`config.mk`:
```
export PLATFORM = sky130hd
export DESIGN_NAME = sprite_mover
export DESIGN_NICKNAME = d
export VERILOG_FILES = /design/src/rtl/sprite_mover.sv
export SDC_FILE = /design/constraint.sdc
export NUM_CORES = 1
export LEC_CHECK = 0
export BUFFER_PORTS_ARGS = -buffer_cell sky130_fd_sc_hd__buf_2
export CORE_ASPECT_RATIO = 1.5
export CORE_MARGIN = 5
export CORE_UTILIZATION = 45
export CTS_CLUSTER_SIZE = 40
export DETAILED_ROUTE_END_ITERATION = 8
export HOLD_SLACK_MARGIN = 0.02
export PLACE_DENSITY = 0.66
export SLEW_MARGIN = 20
export SYNTH_ARGS = -nofsm -noshare
export SYNTH_HDL_FRONTEND = slang
export SYNTH_SLANG_ARGS = --single-unit
export TNS_END_PERCENT = 1
```
`constraint.sdc`:
```
create_clock -name clk -period 4.8 [get_ports clk]
set_clock_uncertainty 0.15 [all_clocks]
set_input_delay 0.24 -clock clk [delete_from_list [all_inputs] [get_ports clk]]
set_output_delay 0.24 -clock clk [all_outputs]
set_load 0.005 [all_outputs]
```
`src/rtl/sprite_mover.sv`:
```
// Moves a SPR_W x SPR_H sprite around a VGA frame buffer: erase at the old
// position, update, redraw at the new one, one pixel write per clock.
module sprite_mover #(
  parameter int         SPR_W     = 2,
  parameter int         SPR_H     = 3,
  parameter int         X_BITS    = 8,
  parameter int         Y_BITS    = 7,
  parameter int         STEP      = 1,
  parameter int         X_MIN     = 0,
  parameter int         X_MAX     = 158,
  parameter int         Y_MIN     = 0,
  parameter int         Y_MAX     = 117,
  parameter int         X_INIT    = 0,
  parameter int         Y_INIT    = 58,
  parameter logic [2:0] FG_COLOUR = 3'b111,
  parameter logic [2:0] BG_COLOUR = 3'b000
) (
  input  logic              clk,
  input  logic              reset_n,
  input  logic              p_up,
  input  logic              p_down,
  input  logic              p_left,
  input  logic              p_right,
  output logic [X_BITS-1:0] x_out,
  output logic [Y_BITS-1:0] y_out,
  output logic [2:0]        colour,
  output logic              write_en,
  output logic [X_BITS-1:0] pos_x,
  output logic [Y_BITS-1:0] pos_y,
  output logic              busy,
  output logic              done
);

  localparam int CW = $clog2(SPR_W + 1);
  localparam int RW = $clog2(SPR_H + 1);

  localparam logic [X_BITS:0] STEP_XE  = (X_BITS + 1)'(STEP);
  localparam logic [X_BITS:0] X_MIN_E  = (X_BITS + 1)'(X_MIN);
  localparam logic [X_BITS:0] X_MAX_E  = (X_BITS + 1)'(X_MAX);
  localparam logic [Y_BITS:0] STEP_YE  = (Y_BITS + 1)'(STEP);
  localparam logic [Y_BITS:0] Y_MIN_E  = (Y_BITS + 1)'(Y_MIN);
  localparam logic [Y_BITS:0] Y_MAX_E  = (Y_BITS + 1)'(Y_MAX);

  typedef enum logic [2:0] {START, IDLE, ERASE, UPDATE, DRAW, DONE} state_t;

  state_t            state_q, state_d;
  logic [X_BITS-1:0] pos_x_q, pos_x_d, tgt_x_q, tgt_x_d;
  logic [Y_BITS-1:0] pos_y_q, pos_y_d, tgt_y_q, tgt_y_d;
  logic [CW-1:0]     col_q, col_d;
  logic [RW-1:0]     row_q, row_d;

  logic [X_BITS:0]   px_e, tx_e;
  logic [Y_BITS:0]   py_e, ty_e;
  logic              moving;
  logic              last_col, last_pix;

  assign last_col = (col_q == CW'(SPR_W - 1));
  assign last_pix = last_col && (row_q == RW'(SPR_H - 1));

  // Clamped target, one guard bit wide so neither edge can wrap around.
  always_comb begin
    px_e = {1'b0, pos_x_q};
    py_e = {1'b0, pos_y_q};
    tx_e = px_e;
    ty_e = py_e;
    if (p_right && !p_left)
      tx_e = (px_e + STEP_XE > X_MAX_E) ? X_MAX_E : px_e + STEP_XE;
    else if (p_left && !p_right)
      tx_e = (px_e < X_MIN_E + STEP_XE) ? X_MIN_E : px_e - STEP_XE;
    if (p_down && !p_up)
      ty_e = (py_e + STEP_YE > Y_MAX_E) ? Y_MAX_E : py_e + STEP_YE;
    else if (p_up && !p_down)
      ty_e = (py_e < Y_MIN_E + STEP_YE) ? Y_MIN_E : py_e - STEP_YE;
    moving = (tx_e != px_e) || (ty_e != py_e);
  end

  always_ff @(posedge clk) begin
    if (!reset_n) begin
      state_q <= START;
      pos_x_q <= X_BITS'(X_INIT);
      pos_y_q <= Y_BITS'(Y_INIT);
      tgt_x_q <= X_BITS'(X_INIT);
      tgt_y_q <= Y_BITS'(Y_INIT);
      col_q   <= '0;
      row_q   <= '0;
    end else begin
      state_q <= state_d;
      pos_x_q <= pos_x_d;
      pos_y_q <= pos_y_d;
      tgt_x_q <= tgt_x_d;
      tgt_y_q <= tgt_y_d;
      col_q   <= col_d;
      row_q   <= row_d;
    end
  end

  always_comb begin
    state_d = state_q;
    pos_x_d = pos_x_q;
    pos_y_d = pos_y_q;
    tgt_x_d = tgt_x_q;
    tgt_y_d = tgt_y_q;
    col_d   = '0;
    row_d   = '0;
    case (state_q)
      START: state_d = DRAW;
      IDLE: begin
        if (moving) begin
          tgt_x_d = tx_e[X_BITS-1:0];
          tgt_y_d = ty_e[Y_BITS-1:0];
          state_d = ERASE;
        end
      end
      ERASE, DRAW: begin
        if (last_pix) begin
          state_d = (state_q == ERASE) ? UPDATE : DONE;
        end else if (last_col) begin
          row_d = row_q + 1'b1;
        end else begin
          col_d = col_q + 1'b1;
          row_d = row_q;
        end
      end
      UPDATE: begin
        pos_x_d = tgt_x_q;
        pos_y_d = tgt_y_q;
        state_d = DRAW;
      end
      DONE:    state_d = IDLE;
      default: state_d = START;
    endcase
  end

  always_comb begin
    write_en = 1'b0;
    colour   = BG_COLOUR;
    x_out    = pos_x_q;
    y_out    = pos_y_q;
    if (state_q == ERASE || state_q == DRAW) begin
      write_en = 1'b1;
      colour   = (state_q == DRAW) ? FG_COLOUR : BG_COLOUR;
      x_out    = pos_x_q + X_BITS'(col_q);
      y_out    = pos_y_q + Y_BITS'(row_q);
    end
  end

  assign pos_x = pos_x_q;
  assign pos_y = pos_y_q;
  assign busy  = (state_q != IDLE);
  assign done  = (state_q == DONE);

endmodule

```
# [Yosys cells after proc, flatten, opt, wreduce, memory -nomap -nowiden]
# Index checks and enable logic that the tools add are counted.
[totals] ff_bits=37 in_bits=6 word_cells=68
[op_classes] add_sub_neg=8 magnitude_cmp=4 n_eq_ne=12 n_mux=17 bitwise=2 n_reduce_logical=18
[ops] operator="$mux 8" n=5
[ops] operator="$mux 9" n=4
[ops] operator="$mux 3" n=5
[ops] operator="$pmux 3 s4" n=1
[ops] operator="$add 8x1->9 const B" n=1
[ops] operator="$gt 9x8->1 const B" n=1
[ops] operator="$ne 9x8->1" n=1
[ops] operator="$sub 8x1->9 const B" n=1
[ops] operator="$add 7x1->8 const B" n=1
[ops] operator="$add 8x2->8" n=1
[ops] operator="$gt 8x7->1 const B" n=1
[ops] operator="$lt 8x1->1 const B" n=1
[ops] operator="$ne 8x7->1" n=1
[ops] operator="$sub 7x1->8 const B" n=1
[ops] operator="$add 7x2->7" n=1
[ops] operator="$lt 7x1->1 const B" n=1
[ops] operator="$mux 7" n=1
[ops] operator="$eq 3x2->1 const B" n=2
[ops] operator="$eq 3x3->1 const B" n=2
[ops] operator="$logic_and 1x1->1" n=5
[ops] operator="$add 2x1->2 const B" n=2
[ops] operator="$logic_not 1->1" n=4
[ops] operator="$ne 2x2->1 const B" n=2
[ops] operator="$reduce_and 2->1" n=2
[ops] operator="other kinds (11)" n=14

# [Longest topological paths before layout]
# Gate-level depths: netlist (run 1).
[depth] ltp_word=8 depth_mapped=12 mapped_depth_nobuf=10

# [Least setup slack after synthesis (run 1)]
# Ideal clock, no wire load.
[synth_path] path_kind="flip-flop to flip-flop" from="register pos_y_q[1], in the netlist pos_y[1]" to="register tgt_y_q[3]" arrival_ns=3.177 t_required_ns=4.529 path_slack_ns=1.353 path_stages_with_launch=12 n_path_buf=1 period_less_slack_ns=3.447 cell_sequence="dfxtp_1 clkbuf_1 inv_1 ha_1 or2_2 a2111oi_0 o311ai_1 o21ai_0 a211o_1 o2111ai_1 o31ai_4 mux2_2"
[synth_between] elab_chain_len=7
[synth_lines] element="start: declaration" line="48" source="logic [Y_BITS-1:0] pos_y_q, pos_y_d, tgt_y_q, tgt_y_d;"
[synth_lines] element="start signal: assignment" line="81" source="pos_y_q <= Y_BITS'(Y_INIT);"
[synth_lines] element="start signal: assignment" line="89" source="pos_y_q <= pos_y_d;"
[synth_lines] element="$add 7x1->8 (tied with other cells)" line="71" source="ty_e = (py_e + STEP_YE > Y_MAX_E) ? Y_MAX_E : py_e + STEP_YE;"
[synth_lines] element="$gt 8x7->1 or $mux 8 (tied branches)" line="71, 73"
[synth_lines] element="$mux 8 (on tied branches)" line="71, 72"
[synth_lines] element="$mux 8" line="70" source="if (p_down && !p_up)"
[synth_lines] element="$ne 8x7->1" line="74" source="moving = (tx_e != px_e) || (ty_e != py_e);"
[synth_lines] element="$logic_or 1x1->1" line="74"
[synth_lines] element="$reduce_and 2->1 (no source line)"
[synth_lines] element="end signal: assignment" line="83" source="tgt_y_q <= Y_BITS'(Y_INIT);"
[synth_lines] element="end signal: assignment" line="91" source="tgt_y_q <= tgt_y_d;"
[synth_lines] element="end: declaration" line="48"
# Several ways; a longest one is shown, not always the timed one.
# A chain may end at the register's enable or synchronous reset.

# [Worst setup path in the final report (run 1)]
[layout_path] from="register pos_y_q[1], in the netlist pos_y[1]" to="register tgt_x_q[4]"
[layout_between] elab_chain_len=7
[layout_lines] element="$add 7x1->8 (tied with other cells)" line="71"
[layout_lines] element="$gt 8x7->1 or $mux 8 (tied branches)" line="71, 73"
[layout_lines] element="$mux 8 (on tied branches)" line="71, 72"
[layout_lines] element="$mux 8" line="70"
[layout_lines] element="$ne 8x7->1 *" line="74"
[layout_lines] element="$logic_or 1x1->1 *" line="74"
[layout_lines] element="$reduce_and 2->1 (no source line) *"
[layout_lines] element="end signal: assignment" line="82" source="tgt_x_q <= X_BITS'(X_INIT);"
[layout_lines] element="end signal: assignment" line="90" source="tgt_x_q <= tgt_x_d;"
[layout_lines] element="end: declaration" line="47" source="logic [X_BITS-1:0] pos_x_q, pos_x_d, tgt_x_q, tgt_x_d;"
# Every way passes the cells marked *; elsewhere a longest branch is shown, timed or not.

==> results of run 1 <==
[synthesized netlist by cell type, drive strengths merged, types with 13 or more instances]
library cell and instances:
nand2 69, dfxtp 37, nor2 31, a21oi 26, clkbuf 26, o21ai 25, inv 21, nand3 21
mux2i 17, nor3 16, ha 13, nand2b 13
[final cells by class]
class | instances | area (um^2)
Sequential cell | 37 | 740.7
Clock buffer | 6 | 138.9
Inverter | 21 | 78.83
Tap cell | 102 | 127.6
Fill cell | 793 | 3726
Multi-Input combinational cell | 372 | 2415
Timing Repair Buffer | 51 | 280.3
Clock inverter | 1 | 7.507
[worst paths after layout]
path / end / slack (ns)
worst max-delay path: tgt_x_q[4] / 0.65
worst max register to register: tgt_x_q[4] / 0.65
worst min register to register: pos_y[0] / 0.31
worst min-delay path: pos_y[0] / 0.31
[through the flow]
| stage | worst slack, ns | cell area (um^2) | power (mW) | utilization, % |
|---|---|---|---|---|
| after detailed placement | 0.7354 | 3642 | 0.3871 | 48.47 |
| after global placement | 0.8463 | 3642 | 0.3870 | 48.47 |
| final | 0.6465 | 3789 | 0.7063 | 50.42 |
| after global routing | 0.3076 | 3789 | 0.7289 | 50.42 |
| after CTS | 0.7014 | 3789 | 0.7113 | 50.42 |
| after floorplan | 1.353 | 3411 | 0.3675 | - |
[power groups by stage]
stage	Combinational [mW]	Sequential, mW	Clock (mW)
global placement	0.0701	0.317	0
floorplan	0.0508	0.317	0
detailed placement	0.0700	0.317	0
CTS	0.0703	0.310	0.331
finish	0.0714	0.310	0.325
global route	0.0787	0.310	0.340
[kinds of logic (layout without fill, tap and decap cells)]
family / count (synthesis) / after routing / share of synthesized area (%)
compound gates: 117 / 117 / 24.62
xor+xnor: 18 / 18 / 4.622
simple gates: 200 / 200 / 28.98
flops: 37 / 37 / 21.72
fa+ha+maj: 15 / 15 / 5.943
buf+inv: 59 / 79 / 7.483
mux: 22 / 22 / 6.640
[flip-flops by register name, summed over array words and instances (netlist names)]
name	flops
tgt_y_q	7
state_q	3
pos_x	8
pos_y	7
row_q	2
tgt_x_q	8
col_q	2
[layer usage]
metal  global-route usage (%)  vias to the layer above  routed length [um]
li1                         -                     1723                   -
met1                    25.34                     1636                4086
met2                    40.76                      159                5298
met3                    2.238                       45                 562
met4                    12.06                        0                 500
met5                        0                        -                   0
[worst max-delay path: stages, from the launching register on]
cell and delay, ns:
sky130_fd_sc_hd__dfxtp_1 0.56, sky130_fd_sc_hd__ha_1 0.43, sky130_fd_sc_hd__xnor2_1 0.18, sky130_fd_sc_hd__a2111oi_0 0.09, sky130_fd_sc_hd__o311ai_1 0.56, sky130_fd_sc_hd__o21ai_0 0.35, sky130_fd_sc_hd__o221ai_1 0.32, sky130_fd_sc_hd__o2111ai_1 0.31
sky130_fd_sc_hd__o31ai_4 0.64, sky130_fd_sc_hd__buf_4 0.29, sky130_fd_sc_hd__mux2i_1 0.19
==> impl_summary.txt, run 1 <==
----------------------------------------------------
[Worst hold path]
  Hold path startpoint ... tgt_y_q[0]
  Worst hold-check path type ... flip-flop to flip-flop
  Number of cells on the worst hold path ... 2

[Cells and area]
  Final Instance Count excl. Fillers ... 590
  Total number of nets in the final design ... 509
  Final antenna diode count ... 0
  Share of final-layout standard cells stronger than drive strength 1 ... 15.78%
  Layout Area Growth over Synthesis ... 11.08%
  Leading cell types in the layout, fill and taps excluded ... 69 x sky130_fd_sc_hd__nand2_1, 41 x sky130_fd_sc_hd__buf_2, 37 x sky130_fd_sc_hd__dfxtp_1, 31 x sky130_fd_sc_hd__nor2_1
  Most common library cell in the layout ignoring fill and taps ... sky130_fd_sc_hd__nand2_1

[Clocking]
  Sinks on the clock net ... 37
  Total number of H-tree levels ... 2
  Post-CTS Setup Repair Bufs ... 0
  Buffer depth of the longest clock path ... 2
  Clock tree from TritonCTS ... built
  Number of hold buffers added after CTS ... 0
  Clock edge transition at the registers on the reported setup and hold paths ... 0.06 ns
  CTS Buf Count ... 5
  Clock insertion delay at the later pin of the skew report ... 0.28 ns
  Post-CTS resize count ... 0
  Root buf cell ... sky130_fd_sc_hd__clkbuf_16

[Power]
  Total power density per cell area ... 186.4 nW/um^2
  Maximum VDD drop ... 0.1350 mV
  Leakage power ... 1.515 nW
  Part of the power in combinational logic ... 10.1%
  Switching fraction of total power ... 23.80%
  Switching component of the power ... 168.1 uW
  Internal power ... 538.2 uW
  Clock share of power ... 45.9%
  Reg power frac ... 43.9%

[Run status]
  Status ... finished clean

[STA]
  Setup repair after global routing missed its margin ... no
  Hold slack ... 0.3067 ns
  Number of setup violations in the final report ... 0
  Worst-Margin Slew ... 0.7750 ns
  Relative slew slack ... 48.26%
  Post-route clock period utilization ... 86.53%
  Number of pins exceeding their max-slew limit in the final report ... 0
  Post-layout minimum cycle time ... 4.154 ns
  Highest clock rate ... 0.2408 GHz
  Total negative setup slack ... 0 ns
  Final Hold Fails ... 0

[Setup path]
  Reg2Reg Depth ... 10
  Capturing element type of the critical path ... flip-flop
  Worst flop-to-flop path startpoint ... pos_y[1]
  Crit path launch type ... flip-flop
  Maximum net fanout on the critical path ... 13
  CP arrival ... 4.21 ns
  Startpoint of the most critical setup path ... pos_y[1]
  WS Path Type ... flip-flop to flip-flop
  Worst path required time ... 4.86 ns

[Run]
  Max-capacitance violation count ... 0

[Yosys]
  Distinct cells, synth ... 69
  Post-synthesis instance area ... 3411 um^2
  Cell type with the largest total area after synthesis ... sky130_fd_sc_hd__dfxtp_1
  Sequential cell area fraction in the yosys report ... 21.72%
  Net count after synthesis ... 489
  Avg Cell Area, Syn ... 7.288 um^2
  Number of synthesized register bits ... 37
  Number of enable-type register cells in the synthesized netlist ... 0
  Async SR Flop Fraction ... 0%
  Most area-consuming cells after synthesis ... sky130_fd_sc_hd__dfxtp_1 22%, sky130_fd_sc_hd__nand2_1 7.6%, sky130_fd_sc_hd__mux2i_1 5.0%, sky130_fd_sc_hd__ha_1 4.8%, sky130_fd_sc_hd__a21oi_1 3.7%
  Area share of the largest cell type after synthesis ... 21.72%
  Ys flop type ... sky130_fd_sc_hd__dfxtp_1
  Synth warnings ... 0
  Count of mapped cells out of synthesis ... 468

[Die]
  Number of top-level pins ... 42
  Die outline width ... 81.09 um
  Floorplan core area ... 7515 um^2
  Rows ... 39
  Initial Utilization ... 45.39%
  DIE AREA ... 9457 um^2
  Die Ht ... 116.6 um

[Place]
  Detailed-placement wirelength estimate ... 7865 um
  Placed instance count ... 583
  Count of port buffers added during placement ... 41
  Placer's final routability congestion estimate ... 1.012

[Routing]
  Number of search-and-repair iterations in the first detailed-routing pass ... 5
  Routed vias/inst ... 6.039
  DRC viols ... 0
  Routed Antenna Nets ... 0
  Vias post-DR ... 3,563
  Routed length per placed instance ... 17.71 um
  Detailed-route wire length ... 10,450 um
  Initial DRC count ... 297

[Global route]
  Initial antenna violation count ... 0
  Pin count of the biggest net entering global routing ... 36
  Global routing usage summed across all routing layers ... 22.46%
  Via count of the first global-routing pass ... 3,319
  Total overflow reported by the global router ... 0
  First-pass GRT wire length ... 16,710 um

----------------------------------------------------
(Power assumes the default switching activity.)
==> run 2: changes to the inputs <==
ABC_CLOCK_PERIOD_IN_PS = 4800   (was not set)
BUFFER_PORTS_ARGS = not set   (was -buffer_cell sky130_fd_sc_hd__buf_2)
DONT_BUFFER_PORTS = 1   (was not set)
PLACE_DENSITY = 0.62   (was 0.66)
==> impl_summary.txt, run 2 (synthesis gave the netlist of run 1 again) <==
----------------------------------------------------
[Routing]
  Routed length per placed instance ... 18.79 um (+6.1%)
  Routed Antenna Nets ... 0 (unchanged)
  Routed vias/inst ... 6.151 (+1.8%)
  DRC viols ... 0 (unchanged)
  Vias post-DR ... 3,389 (-4.9%)
  Number of search-and-repair iterations in the first detailed-routing pass ... 5 (unchanged)
  Detailed-route wire length ... 10,350 um (-0.93%)
  Initial DRC count ... 227 (-24%)

[Cells and area]
  Total number of nets in the final design ... 469 (-7.9%)
  Most common library cell in the layout ignoring fill and taps ... sky130_fd_sc_hd__nand2_1
  Post-route cell area ... 3621 um^2 (-4.4%)
  Final design utilization ... 48.19% (-2.2 points)
  Final antenna diode count ... 0 (unchanged)
  Layout Area Growth over Synthesis ... 6.163%
  Filler Cells Inserted ... 821 (+3.5%)
  Leading cell types in the layout, fill and taps excluded ... 69 x sky130_fd_sc_hd__nand2_1, 37 x sky130_fd_sc_hd__dfxtp_1, 31 x sky130_fd_sc_hd__nor2_1, 25 x sky130_fd_sc_hd__a21oi_1, 25 x sky130_fd_sc_hd__o21ai_0
  Share of final-layout standard cells stronger than drive strength 1 ... 8.018% (-7.8 points)

[Clocking]
  Buffer depth of the longest clock path ... 2 (unchanged)
  CTS Buf Count ... 5 (unchanged)
  Sinks on the clock net ... 37 (unchanged)
  Post-CTS Setup Repair Bufs ... 0 (unchanged)
  Clock insertion delay at the later pin of the skew report ... 0.28 ns (about the same)
  Clock tree from TritonCTS ... built
  Total number of H-tree levels ... 2 (unchanged)
  Root buf cell ... sky130_fd_sc_hd__clkbuf_16
  Clock edge transition at the registers on the reported setup and hold paths ... 0.06 ns (about the same)

[Worst hold path]
  Worst hold-check path type ... input pin to flip-flop

[Die]
  Number of top-level pins ... 42 (unchanged)
  Initial Utilization ... 45.39% (unchanged)
  Die Ht ... 116.6 um (unchanged)
  Floorplan core area ... 7515 um^2 (unchanged)
  DIE AREA ... 9457 um^2 (unchanged)
  Die outline width ... 81.09 um (unchanged)
  Rows ... 39 (unchanged)

[STA]
  Post-route clock period utilization ... 86.08% (-0.46 points)
  Number of setup violations in the final report ... 0 (unchanged)
  Highest clock rate ... 0.2420 GHz (+0.53%)
  Total negative setup slack ... 0 ns (unchanged)
  Post-layout minimum cycle time ... 4.132 ns (-0.02188 ns)
  Number of pins exceeding their max-slew limit in the final report ... 0 (unchanged)
  Hold slack ... 0.04082 ns (-0.2659 ns)
  Final Hold Fails ... 0 (unchanged)
  Worst-Margin Slew ... 0.9813 ns (+0.2063 ns)
  Relative slew slack ... 34.36% (-14 points)
  Setup repair after global routing missed its margin ... no
  Min setup slack post-route ... 0.6684 ns (+0.02188 ns)

[Place]
  Detailed-placement wirelength estimate ... 7592 um (-3.5%)
  Placer's final routability congestion estimate ... 0.9490 (-6.2%)
  Count of port buffers added during placement ... 0 (-100%)
  Area after detailed placement ... 3430 um^2 (-5.8%)
  Worst slack at placement ... 0.6854 ns (-0.05001 ns)

[Global route]
  Pin count of the biggest net entering global routing ... 28 (-22%)
  First-pass GRT wire length ... 16,910 um (+1.2%)
  Total overflow reported by the global router ... 0 (unchanged)
  Global routing usage summed across all routing layers ... 23.12% (+0.66 points)
  Via count of the first global-routing pass ... 3,251 (-2.0%)
  Initial antenna violation count ... 0 (unchanged)

[Setup path]
  Critical-path top delay cell ... sky130_fd_sc_hd__dfxtp_1
  Peak per-stage delay on the critical path ... 0.65 ns (about the same)
  Cell-by-cell listing of the critical path ... ha_1 > xnor2_1 > a2111oi_0 > o311ai_1 > o21ai_0 > o221ai_1 > o2111ai_1 > o31ai_4 > buf_4 > mux2i_1
  CP arrival ... 4.19 ns (-0.02 ns)
  Crit path launch type ... flip-flop
  Maximum net fanout on the critical path ... 13 (unchanged)
  Worst path required time ... 4.86 ns (about the same)
  WS Path Type ... flip-flop to flip-flop
  Capturing element type of the critical path ... flip-flop

[Run status]
  Status ... finished clean

[Power]
  Maximum VDD drop ... 0.1491 mV (+10%)
  Leakage power ... 1.345 nW (-11%)
  Total power density per cell area ... 207.5 nW/um^2 (+11%)

[Run]
  Max-capacitance violation count ... 0 (unchanged)

----------------------------------------------------
==> run 2: changes by cell type in the layout (fill, tap and decap cells not counted), sizes merged <==
cell	before	now
bufinv	0	1
clkbuf	6	5
dlygate4sd3	0	2
clkinv	0	1
buf	51	9
==> run 2: worst max-delay path, delay by kind of cell (launching register included) <==
family                     cells  cell delay [ns]
muxes                          1             0.22
buffers and inverters          1             0.29
adders and majority gates      1             0.42
xor gates and xnor gates       1             0.18
AOI/OAI and AO/OA              6             2.13
DFF                            1             0.65
==> run 2: repair_timing <==
item	CTS	global route
hold buffers	2	0
resized for setup	0	0
endpoints found under the hold margin	20	0
==> run 2: layout make-up <==
| class | count | area (um^2) | area share [%] |
|---|---|---|---|
| Tap cell | 102 | 127.6 | 3.525 |
| Multi-Input combinational cell | 372 | 2415 | 66.69 |
| Clock inverter | 3 | 46.29 | 1.279 |
| Timing Repair Buffer | 11 | 87.58 | 2.419 |
| Inverter | 21 | 78.83 | 2.177 |
| Clock buffer | 5 | 125.1 | 3.455 |
| Sequential cell | 37 | 740.7 | 20.46 |
==> run 2: path summary, 6_finish.rpt <==
| kind | startpoint | end | slack (ns) | depth (start not counted) |
|---|---|---|---|---|
| min reg2reg | tgt_x_q[2] | pos_x[2] | 0.30 | 2 |
| max | pos_y[1] | tgt_x_q[4] | 0.67 | 10 |
| max reg2reg | pos_y[1] | tgt_x_q[4] | 0.67 | 10 |
| min | reset_n | tgt_y_q[5] | 0.04 | 2 |
==> run 2: where the power goes <==
group / switching, mW / leakage [nW] / internal [mW]
clock: 0.130 / 0.0800 / 0.246
sequential: 0.00159 / 0.299 / 0.309
combinational: 0.0412 / 0.966 / 0.0240
==> run 2: per-stage QoR <==
stage / total power, mW / cells
2_1_floorplan: 0.3675 / 468
3_3_place_gp: 0.3763 / 541
3_5_place_dp: 0.3763 / 541
4_1_cts: 0.7610 / 551
5_1_grt: 0.7803 / 551
6_report: 0.7513 / 551
==> run 2: metal layers <==
layer  global-route usage [%]  up-vias  routed length [um]
li1                         -     1647                   -
met1                    27.25     1600                4142
met2                    40.43      118                5332
met3                    2.701       24                 497
met4                    12.18        0                 378
met5                        0        -                   0
